`config.mk`:
```
export PLATFORM = sky130hd
export DESIGN_NAME = led_blink_driver_flat
export DESIGN_NICKNAME = d
export VERILOG_FILES = /design/src/rtl/led_blink_driver_if.sv /design/src/rtl/led_blink_driver.sv /design/src/flat_wrapper.sv
export SDC_FILE = /design/constraint.sdc
export NUM_CORES = 1
export LEC_CHECK = 0
export CAP_MARGIN = 15
export CORE_ASPECT_RATIO = 1.75
export CORE_MARGIN = 8
export CORE_UTILIZATION = 45
export CTS_CLUSTER_DIAMETER = 100
export DETAILED_ROUTE_END_ITERATION = 12
export HOLD_SLACK_MARGIN = 0.03
export PLACE_DENSITY = 0.72
export SYNTH_ARGS = -nofsm -noshare
export SYNTH_HDL_FRONTEND = slang
export SYNTH_SLANG_ARGS = --single-unit
```
`constraint.sdc`:
```
create_clock -name clk -period 4.8 [get_ports clk]
set_clock_uncertainty 0.2 [all_clocks]
set_input_delay 1.44 -clock clk [delete_from_list [all_inputs] [get_ports clk]]
set_output_delay 1.44 -clock clk [all_outputs]
set_load 0.02 [all_outputs]
```
`src/rtl/led_blink_driver_if.sv`:
```
// Request/status bundle between control logic and the LED blink driver.
interface led_blink_driver_if;
  logic       start;
  logic [3:0] blink_num;
  logic       led;
  logic       busy;
  logic       done;

  modport master (output start, output blink_num, input led, input busy, input done);
  modport slave  (input start, input blink_num, output led, output busy, output done);
endinterface

```
`src/rtl/led_blink_driver.sv`:
```
// Turns a start pulse into N LED blinks of ON_TICKS on / OFF_TICKS off, then pulses done.
// Optional LED_BLINK_RETRIGGER_EN: a start while busy restarts the sequence.
module led_blink_driver #(
  parameter int unsigned CNT_W     = 20,
  parameter int unsigned ON_TICKS  = 20'hFFFF,
  parameter int unsigned OFF_TICKS = 20'hFFFF
) (
  input  logic               clk,
  input  logic               rst,
  led_blink_driver_if.slave  bus
);

  typedef enum logic [1:0] {IDLE, ON, OFF} state_t;

  localparam logic [CNT_W-1:0] ON_LAST  = CNT_W'(ON_TICKS - 1);
  localparam logic [CNT_W-1:0] OFF_LAST = CNT_W'(OFF_TICKS - 1);

  state_t           state_reg, state_next;
  logic [CNT_W-1:0] tick_reg, tick_next;
  logic [3:0]       remain_reg, remain_next;
  logic             done_reg, done_next;
  logic             accept;

  assign accept = bus.start && (bus.blink_num != 4'd0);

  always_ff @(posedge clk or posedge rst) begin
    if (rst) begin
      state_reg  <= IDLE;
      tick_reg   <= '0;
      remain_reg <= 4'd0;
      done_reg   <= 1'b0;
    end else begin
      state_reg  <= state_next;
      tick_reg   <= tick_next;
      remain_reg <= remain_next;
      done_reg   <= done_next;
    end
  end

  always_comb begin
    state_next  = state_reg;
    tick_next   = tick_reg;
    remain_next = remain_reg;
    done_next   = 1'b0;
    case (state_reg)
      IDLE: begin
        if (accept) begin
          state_next  = ON;
          tick_next   = '0;
          remain_next = bus.blink_num;
        end
      end
      ON: begin
        if (tick_reg == ON_LAST) begin
          state_next = OFF;
          tick_next  = '0;
        end else begin
          tick_next = tick_reg + CNT_W'(1);
        end
      end
      OFF: begin
        if (tick_reg == OFF_LAST) begin
          tick_next = '0;
          if (remain_reg > 4'd1) begin
            remain_next = remain_reg - 4'd1;
            state_next  = ON;
          end else begin
            // Sequence ends on this edge; a start here chains with no idle cycle.
            done_next = 1'b1;
            if (accept) begin
              state_next  = ON;
              remain_next = bus.blink_num;
            end else begin
              state_next  = IDLE;
              remain_next = 4'd0;
            end
          end
        end else begin
          tick_next = tick_reg + CNT_W'(1);
        end
      end
      default: begin
        state_next  = IDLE;
        tick_next   = '0;
        remain_next = 4'd0;
      end
    endcase
`ifdef LED_BLINK_RETRIGGER_EN
    // Restart overrides normal sequencing; done only survives if the old sequence ended here.
    if ((state_reg != IDLE) && accept) begin
      state_next  = ON;
      tick_next   = '0;
      remain_next = bus.blink_num;
    end
`endif
  end

  assign bus.led  = (state_reg == ON);
  assign bus.busy = (state_reg != IDLE);
  assign bus.done = done_reg;

endmodule
```
`src/flat_wrapper.sv`:
```
// flat-port wrapper written by rule: the top's interface ports become plain ports
module led_blink_driver_flat 
#(
  parameter int unsigned CNT_W     = 20,
  parameter int unsigned ON_TICKS  = 20'hFFFF,
  parameter int unsigned OFF_TICKS = 20'hFFFF
)
  (clk, rst, bus_start, bus_blink_num, bus_led, bus_busy, bus_done);
  led_blink_driver_if bus_i ();
  input  logic clk;
  input  logic rst;
  input wire logic [$bits(bus_i.start)-1:0] bus_start;
  input wire logic [$bits(bus_i.blink_num)-1:0] bus_blink_num;
  output wire logic [$bits(bus_i.led)-1:0] bus_led;
  output wire logic [$bits(bus_i.busy)-1:0] bus_busy;
  output wire logic [$bits(bus_i.done)-1:0] bus_done;
  assign bus_i.start = bus_start;
  assign bus_i.blink_num = bus_blink_num;
  assign bus_led = bus_i.led;
  assign bus_busy = bus_i.busy;
  assign bus_done = bus_i.done;
  led_blink_driver #(.CNT_W(CNT_W), .ON_TICKS(ON_TICKS), .OFF_TICKS(OFF_TICKS)) u_core (.clk(clk), .rst(rst), .bus(bus_i));
endmodule
```
* Yosys cells after proc, flatten, opt, wreduce, memory -nomap -nowiden
Index checks and enable logic that the tools add are counted.
Operators by class: multiplexer cells 17, reduce and logical (&&, ||, !) cells 7, eq/ne operators 6, bitwise gates (word level) 1, add/subtract/negate cells 2, magnitude comparators 1
Operators by type and width (number):
- $mux W20 | 2
- $pmux W20 S2 | 1
- $add A20 B1 Y20 const B | 1
- $eq A20 B16 Y1 const B | 1
- $mux W4 | 4
- $pmux W4 S3 | 1
- $mux W2 | 4
- $ne A2 B1 Y1 const B | 3
- $pmux W2 S3 | 1
- $reduce_and A3 Y1 | 2
- $gt A4 B1 Y1 const B | 1
- $mux W1 | 4
- $reduce_bool A4 Y1 | 1
- $sub A4 B1 Y4 const B | 1
- $eq A2 B1 Y1 const B | 1
- $eq A2 B2 Y1 const B | 1
- $logic_not A2 Y1 | 1
- $reduce_bool A2 Y1 | 1
- $reduce_or A2 Y1 | 1
- $logic_and A1 B1 Y1 | 1
- $not A1 Y1 | 1
Storage, ports and cells: word-level logic and storage cells 38, flip-flop bits (word level) 27, input bits 7, output and inout bits 3

* Longest topological paths before layout
Gate-level depths: netlist (run 1).
depth after elaboration 6, gate-level depth with buffers 9, gate-level depth less buffers 7

* Least setup slack after synthesis (run 1)
No wires, ideal clock.
kind input to register, from in bus_blink_num[1], to reg u_core.tick_reg[7], arrival time 2.697 ns, setup time 0.124 ns, required time 4.476 ns, path buffers 2, path slack 1.779 ns, stages 7, path through o41ai_2 > and2_1 > buf_2 > a211o_1 > buf_2 > nor3_1 > o21bai_1
Between the ends: word-level cells in the longest chain between the ends 3
RTL lines:
- start: declaration | line flat_wrapper.sv:13 | input wire logic [$bits(bus_i.blink_num)-1:0] bus_blink_num;
- $reduce_bool A4 Y1 | line led_blink_driver.sv:24 | assign accept = bus.start && (bus.blink_num != 4'd0);
- $logic_and A1 B1 Y1 | line led_blink_driver.sv:24
- $ne A2 B1 Y1 (no source line)
- end signal: assignment | line led_blink_driver.sv:34 | tick_reg <= tick_next;
- end: declaration | line led_blink_driver.sv:19 | logic [CNT_W-1:0] tick_reg, tick_next;
Every way passes these cells. A chain may end at the register's enable or synchronous reset.

* Final worst setup path (run 1)
from in bus_start, to reg u_core.tick_reg[9]
Between the ends: word-level cells in the longest chain between the ends 2
RTL lines:
- start: declaration | line flat_wrapper.sv:12 | input wire logic [$bits(bus_i.start)-1:0] bus_start;
- $logic_and A1 B1 Y1 | line led_blink_driver.sv:24
- $ne A2 B1 Y1 (no source line)
Every way passes these cells.

==> results of run 1 <==
==> cell usage in the layout, fill, tap and decap left out, types with 2 or more instances in the layout <==
| cell type | Yosys | layout |
|---|---|---|
| nand4_1 | 4 | 4 |
| and3_1 | 4 | 4 |
| clkbuf_8 | 0 | 3 |
| dfrtp_1 | 27 | 27 |
| and2_1 | 5 | 5 |
| nand3_1 | 16 | 16 |
| mux2i_1 | 3 | 3 |
| or3_1 | 6 | 6 |
| nor2b_1 | 2 | 2 |
| nand2_1 | 16 | 16 |
| clkdlybuf4s50_1 | 0 | 9 |
| o21ai_1 | 5 | 5 |
| o21ai_0 | 5 | 5 |
| nor3_1 | 4 | 4 |
| inv_1 | 18 | 18 |
| nor2_1 | 17 | 17 |
| o22ai_1 | 2 | 2 |
| a22oi_1 | 2 | 2 |
| a31oi_1 | 4 | 4 |
| ha_1 | 8 | 8 |
| o31ai_1 | 2 | 2 |
| a21oi_1 | 14 | 14 |
| xor2_1 | 5 | 5 |
==> worst max path at each step <==
stage | start | to | cells past startpoint
final | bus_start | u_core.tick_reg[9] | 7
after global placement | bus_start | u_core.tick_reg[9] | 7
after global routing | bus_blink_num[1] | u_core.tick_reg[7] | 7
after CTS | bus_start | u_core.tick_reg[9] | 7
after floorplan | bus_blink_num[1] | u_core.tick_reg[7] | 7
after detailed placement | bus_start | u_core.tick_reg[9] | 7
==> worst max-delay path, delay by kind of cell <==
family	cells	cell delay, ps
buffers and inverters	2	730
AOI/OAI and AO/OA	2	510
and+or+nand+nor	3	800
==> per-layer routing <==
metal,GRT usage,share of wire,up-vias
met5,0,0,-
met4,0.0654,0.030,0
met3,0.0219,0.030,9
met2,0.232,0.54,28
met1,0.122,0.39,719
li1,-,-,709
==> cell type report <==
class / instances / area share
Multi-Input combinational cell: 144 / 0.487
Sequential cell: 27 / 0.357
Timing Repair Buffer: 11 / 0.0661
Inverter: 18 / 0.0357
Tap cell: 46 / 0.0304
Clock buffer: 4 / 0.0238
==> synth_stat cells (3+ instances only) <==
cell type / number / area, µm²
a31oi_1: 4 / 25.0
buf_2: 4 / 20.0
and2_1: 5 / 31.3
o21ai_1: 5 / 25.0
mux2i_1: 3 / 30.0
or3_1: 6 / 37.5
nand4_1: 4 / 25.0
nand3_1: 16 / 80.1
nand2_1: 16 / 60.1
nor2_1: 17 / 63.8
xor2_1: 5 / 43.8
a21oi_1: 14 / 70.1
ha_1: 8 / 100
clkbuf_1: 3 / 11.3
and3_1: 4 / 25.0
inv_1: 18 / 67.6
nor3_1: 4 / 20.0
dfrtp_1: 27 / 676
o21ai_0: 5 / 25.0
==> where the power goes <==
| part | leakage [nW] | internal, mW | switching [mW] |
|---|---|---|---|
| Combinational | 0.443 | 0.133 | 0.208 |
| Clock | 0.0228 | 0.0595 | 0.0699 |
| Sequential | 0.367 | 0.257 | 0.0446 |
==> cell families after synthesis <==
kind of cell    share of synthesized area
fa+ha+maj                          0.0586
xor+xnor                           0.0256
simple gates                        0.256
compound gates                      0.176
buf+inv                            0.0644
mux                                0.0242
flops                               0.395
==> impl_metrics.py, run 1 <==
metrics = {
    "run_status": {
        "status": "finished clean",
    },
    "setup_path": {
        "worst-r2r-setup-slack_ps": 2170,
        "max_stage_delay_ps": 540,
        "startpoint_type": "input pin",
        "required_ps": 4810,
        "cp-end-kind": "register",
        "ff2ff_path_depth": 5,
        "timing.rr.end": "u_core.tick_reg[17]",
        "worst-path-max-fanout": 18,
        "crit_arrival_ps": 3490,
        "cp_cell_sequence": "clkdlybuf4s50_1, o41ai_2, and2_1, buf_4, a211o_1, or4_1, nand3_1",
        "r2r_start": "u_core.tick_reg[2]",
        "crit_slowest_cell": "clkdlybuf4s50_1",
        "path_class": "input pin to register",
    },
    "floorplan": {
        "num_io_pins": 10,
        "core_mm2": 0.00363,
        "start_util": 0.471,
        "die_h_um": 97.5,
        "die_area_mm2": 0.00610,
        "rows": 29,
        "die-width_um": 62.6,
    },
    "timing": {
        "final-hold-violation-count": 0,
        "fin_setup_tns_ps": 0,
        "finalWorstSetupSlack_ps": 1320,
        "fin_crit_sh": 0.725,
        "worst-slew-pin-transition_ps": 985,
        "max-slew-margin-rel": 0.344,
        "fin_crit_ps": 3480,
        "final-setup-viol-count": 0,
        "slew_viol_final": 0,
        "rsz0062_at_grt": "no",
        "clock.fmax_ghz": 0.287,
        "hold_ws_ps": 336,
    },
    "global_routing": {
        "grt_pass1_vias": 1380,
        "overflow": 0,
        "grt.total_usage": 0.123,
        "grt_max_degree": 28,
        "antenna_found_initial": 0,
        "grt_first_pass_wirelength_um": 6220,
    },
    "synth": {
        "ys_ff_latch": 27,
        "ys_async_sr_fraction": 1.00,
        "syn_avg_cell_area_um2": 8.68,
        "synth_top_flop_cell": "dfrtp_1",
        "seq_area_frac_synth": 0.395,
        "synth_nets": 212,
        "netlist_area_mm2": 0.00171,
        "ys_warn_count": 0,
        "synthesis.instances": 197,
        "synth_edf_count": 0,
        "ys_types": 44,
    },
    "job": {
        "max-cap-violations": 0,
    },
    "cts": {
        "clk_latency_ps": 270,
        "numCtsBuffers": 3,
        "ctsHoldBuffers": 0,
        "tritoncts": "yes",
        "post-cts-setup-buffers": 0,
        "cts.clk_slew.worst_paths_ps": 90,
        "clockRootBuffer": "clkbuf_8",
        "cts_resized": 0,
        "cts.sinks": 27,
        "h-tree-depth": 1,
        "clock_path_buffers": 2,
    },
    "place": {
        "dp_hpwl_um": 2880,
        "place_inst": 245,
        "io_buffer_count": 9,
        "pre_cts_ws_ps": 1050,
        "place_area_mm2": 0.00182,
        "gp_congestion": 0.862,
    },
    "power": {
        "peakVddDrop_uv": 211,
        "power.leakage_nw": 0.832,
        "power_uw": 773,
        "powerDensity_mw_per_mm2": 408,
    },
    "layout": {
        "diodes": 0,
        "area_growth_pct": 10.8,
        "final_cells": 250,
        "post-route-util": 0.522,
        "fin_area_mm2": 0.00189,
        "drive_above_1_share": 0.0637,
        "fillers": 351,
        "largest_reg_flops": 20,
        "multiInputGateArea_um2": 923,
        "nNetsFinal": 220,
        "regArea_um2": 676,
    },
    "hold_path": {
        "holdPathStages": 1,
        "hold_class": "register to register",
        "min_from": "u_core.tick_reg[5]",
        "hold_end": "u_core.tick_reg[5]",
    },
    "detailed_routing": {
        "first_iter_violations": 61,
        "first_pass_iters": 4,
        "wirelength_um": 3760,
        "via_count": 1465,
        "avgViaCountPerCell": 5.86,
        "ant_nets": 0,
        "wl_per_cell_um": 15.0,
        "drc_errors": 0,
    },
}
Note: power is estimated with default switching activity, not from simulation.
==> run 2, diff against run 1 <==
==> constraint.sdc (replaced) <==
create_clock -name clk -period 3.5 [get_ports clk]
set_clock_uncertainty 0.2 [all_clocks]
set_input_delay 1.05 -clock clk [delete_from_list [all_inputs] [get_ports clk]]
set_output_delay 1.05 -clock clk [all_outputs]
set_load 0.02 [all_outputs]
==> run 2 against run 1 <==
Effect of this change: count of clock-buffer cells in the layout is 1 lower; critical path depth is 3 lower; hold slack worse by 7.2 ps; combinational power is 37% higher; sequential power is 39% higher; critical path type is now register to output pin.
==> impl_metrics.py, run 2 (synthesis results as in run 1) <==
metrics = {
    "power": {
        "power.internal_uw": 614,
        "p_sw_frac": 0.423,
        "seq_power_share": 0.394,
        "peakVddDrop_uv": 234,
        "combPwrFrac": 0.438,
        "p_sw_uw": 450,
        "power.leakage_nw": 0.833,
        "powerDensity_mw_per_mm2": 565,
        "pwr-share-clk": 0.168,
    },
    "timing": {
        "fin_setup_tns_ps": 0,
        "rsz0062_at_grt": "no",
        "worst-slew-pin-transition_ps": 1060,
        "final-hold-violation-count": 0,
        "hold_ws_ps": 329,
        "final-setup-viol-count": 0,
        "slew_viol_final": 0,
        "fin_crit_ps": 3050,
        "fin_crit_sh": 0.872,
        "max-slew-margin-rel": 0.293,
        "clock.fmax_ghz": 0.328,
    },
    "layout": {
        "area_growth_pct": 10.2,
        "largest_reg_flops": 20,
        "nNetsFinal": 221,
        "diodes": 0,
        "layout_commonest_cell": "dfrtp_1",
        "layout_common_cells": "27 x dfrtp_1, 18 x inv_1, 17 x nor2_1",
        "fin_area_mm2": 0.00188,
        "drive_above_1_share": 0.0732,
    },
    "setup_path": {
        "r2r_start": "u_core.tick_reg[0]",
        "required_ps": 2250,
        "timing.rr.end": "u_core.tick_reg[8]",
        "endpoint": "bus_busy",
        "crit_path_start": "u_core.state_reg[0]",
        "cp-end-kind": "output pin",
        "crit_arrival_ps": 1800,
        "startpoint_type": "register",
        "path_class": "register to output pin",
        "worst-r2r-setup-slack_ps": 840,
        "ff2ff_path_depth": 6,
        "worst-path-max-fanout": 8,
    },
    "cts": {
        "cts.clk_slew.worst_paths_ps": 90,
        "cts.sinks": 27,
        "clk_latency_ps": 280,
        "numCtsBuffers": 3,
        "h-tree-depth": 1,
        "ctsHoldBuffers": 0,
        "post-cts-setup-buffers": 0,
        "tritoncts": "yes",
        "clockRootBuffer": "clkbuf_8",
        "cts_resized": 0,
        "clock_path_buffers": 2,
    },
    "place": {
        "io_buffer_count": 9,
        "gp_congestion": 0.845,
        "dp_hpwl_um": 2950,
        "place_area_mm2": 0.00184,
    },
    "detailed_routing": {
        "drc_errors": 0,
        "wl_per_cell_um": 15.4,
        "routed-wl-met2_um": 2100,
        "avgViaCountPerCell": 5.88,
        "wirelength_um": 3870,
        "dr_wl_met3_um": 116,
        "via_count": 1475,
        "first_iter_violations": 60,
        "wl_met1_um": 1520,
        "highest_layer": "met4",
        "ant_nets": 0,
        "first_pass_iters": 4,
    },
    "global_routing": {
        "grt.total_usage": 0.129,
        "overflow": 0,
        "grt_pass1_vias": 1449,
        "antenna_found_initial": 0,
        "grt_max_degree": 28,
        "grt_first_pass_wirelength_um": 6540,
    },
    "hold_path": {
        "hold_class": "register to register",
        "min_from": "u_core.tick_reg[5]",
    },
    "job": {
        "max-cap-violations": 0,
    },
    "floorplan": {
        "rows": 29,
        "die_area_mm2": 0.00610,
        "num_io_pins": 10,
        "die_h_um": 97.5,
        "start_util": 0.471,
        "core_mm2": 0.00363,
        "die-width_um": 62.6,
    },
    "run_status": {
        "status": "finished clean",
    },
}
==> run 2: cell count changes in the layout (fill, tap and decap cells not counted) <==
cell and change:
clkinv_2 +1, buf_4 +2, clkbuf_1 -1, buf_16 -1
==> run 2: metal layers <==
metal	GRT usage	up-vias
li1	-	716
met1	0.129	709
met2	0.240	37
met3	0.0196	13
met4	0.0795	0
met5	0	-
==> run 2: through the flow <==
stage / cells / power [mW] / utilization / setup slack [ps]
floorplan: 197 / 0.749 / - / 869
global placement: 247 / 0.884 / 0.506 / 375
finish: 251 / 1.06 / 0.519 / 448
detailed placement: 247 / 0.889 / 0.506 / 333
global route: 251 / 1.13 / 0.519 / 312
CTS: 251 / 1.07 / 0.519 / 433
==> run 2: area by class of cell <==
class | count | area [µm²]
Multi-Input combinational cell | 144 | 923
Tap cell | 46 | 57.6
Inverter | 18 | 67.6
Fill cell | 345 | 1750
Clock buffer | 3 | 41.3
Timing Repair Buffer | 12 | 113
Sequential cell | 27 | 676
Clock inverter | 1 | 5.00
==> run 2: worst max-delay path, cell delays in order, from the launching register on <==
cell and delay, ps:
dfrtp_1 420, inv_1 80, ha_1 300, inv_1 110, clkdlybuf4s50_1 620
==> run 2: how the worst min path moves through the flow <==
| stage | cells after the start | endpoint | slack [ps] |
|---|---|---|---|
| 3_5_place_dp | 1 | u_core.tick_reg[5] | 310 |
| 5_1_grt | 1 | u_core.tick_reg[5] | 360 |
| 3_3_place_gp | 1 | u_core.tick_reg[5] | 320 |
| 6_report | 1 | u_core.tick_reg[5] | 330 |
| 2_1_floorplan | 1 | u_core.tick_reg[5] | 290 |
| 4_1_cts | 1 | u_core.tick_reg[5] | 330 |
==> run 2: power by group through the flow <==
stage	Clock (mW)	Sequential [mW]	Combinational, mW
after global routing	0.194	0.425	0.516
final	0.179	0.419	0.466
after detailed placement	0	0.423	0.466
after CTS	0.181	0.417	0.468
after floorplan	0	0.400	0.349
after global placement	0	0.422	0.461
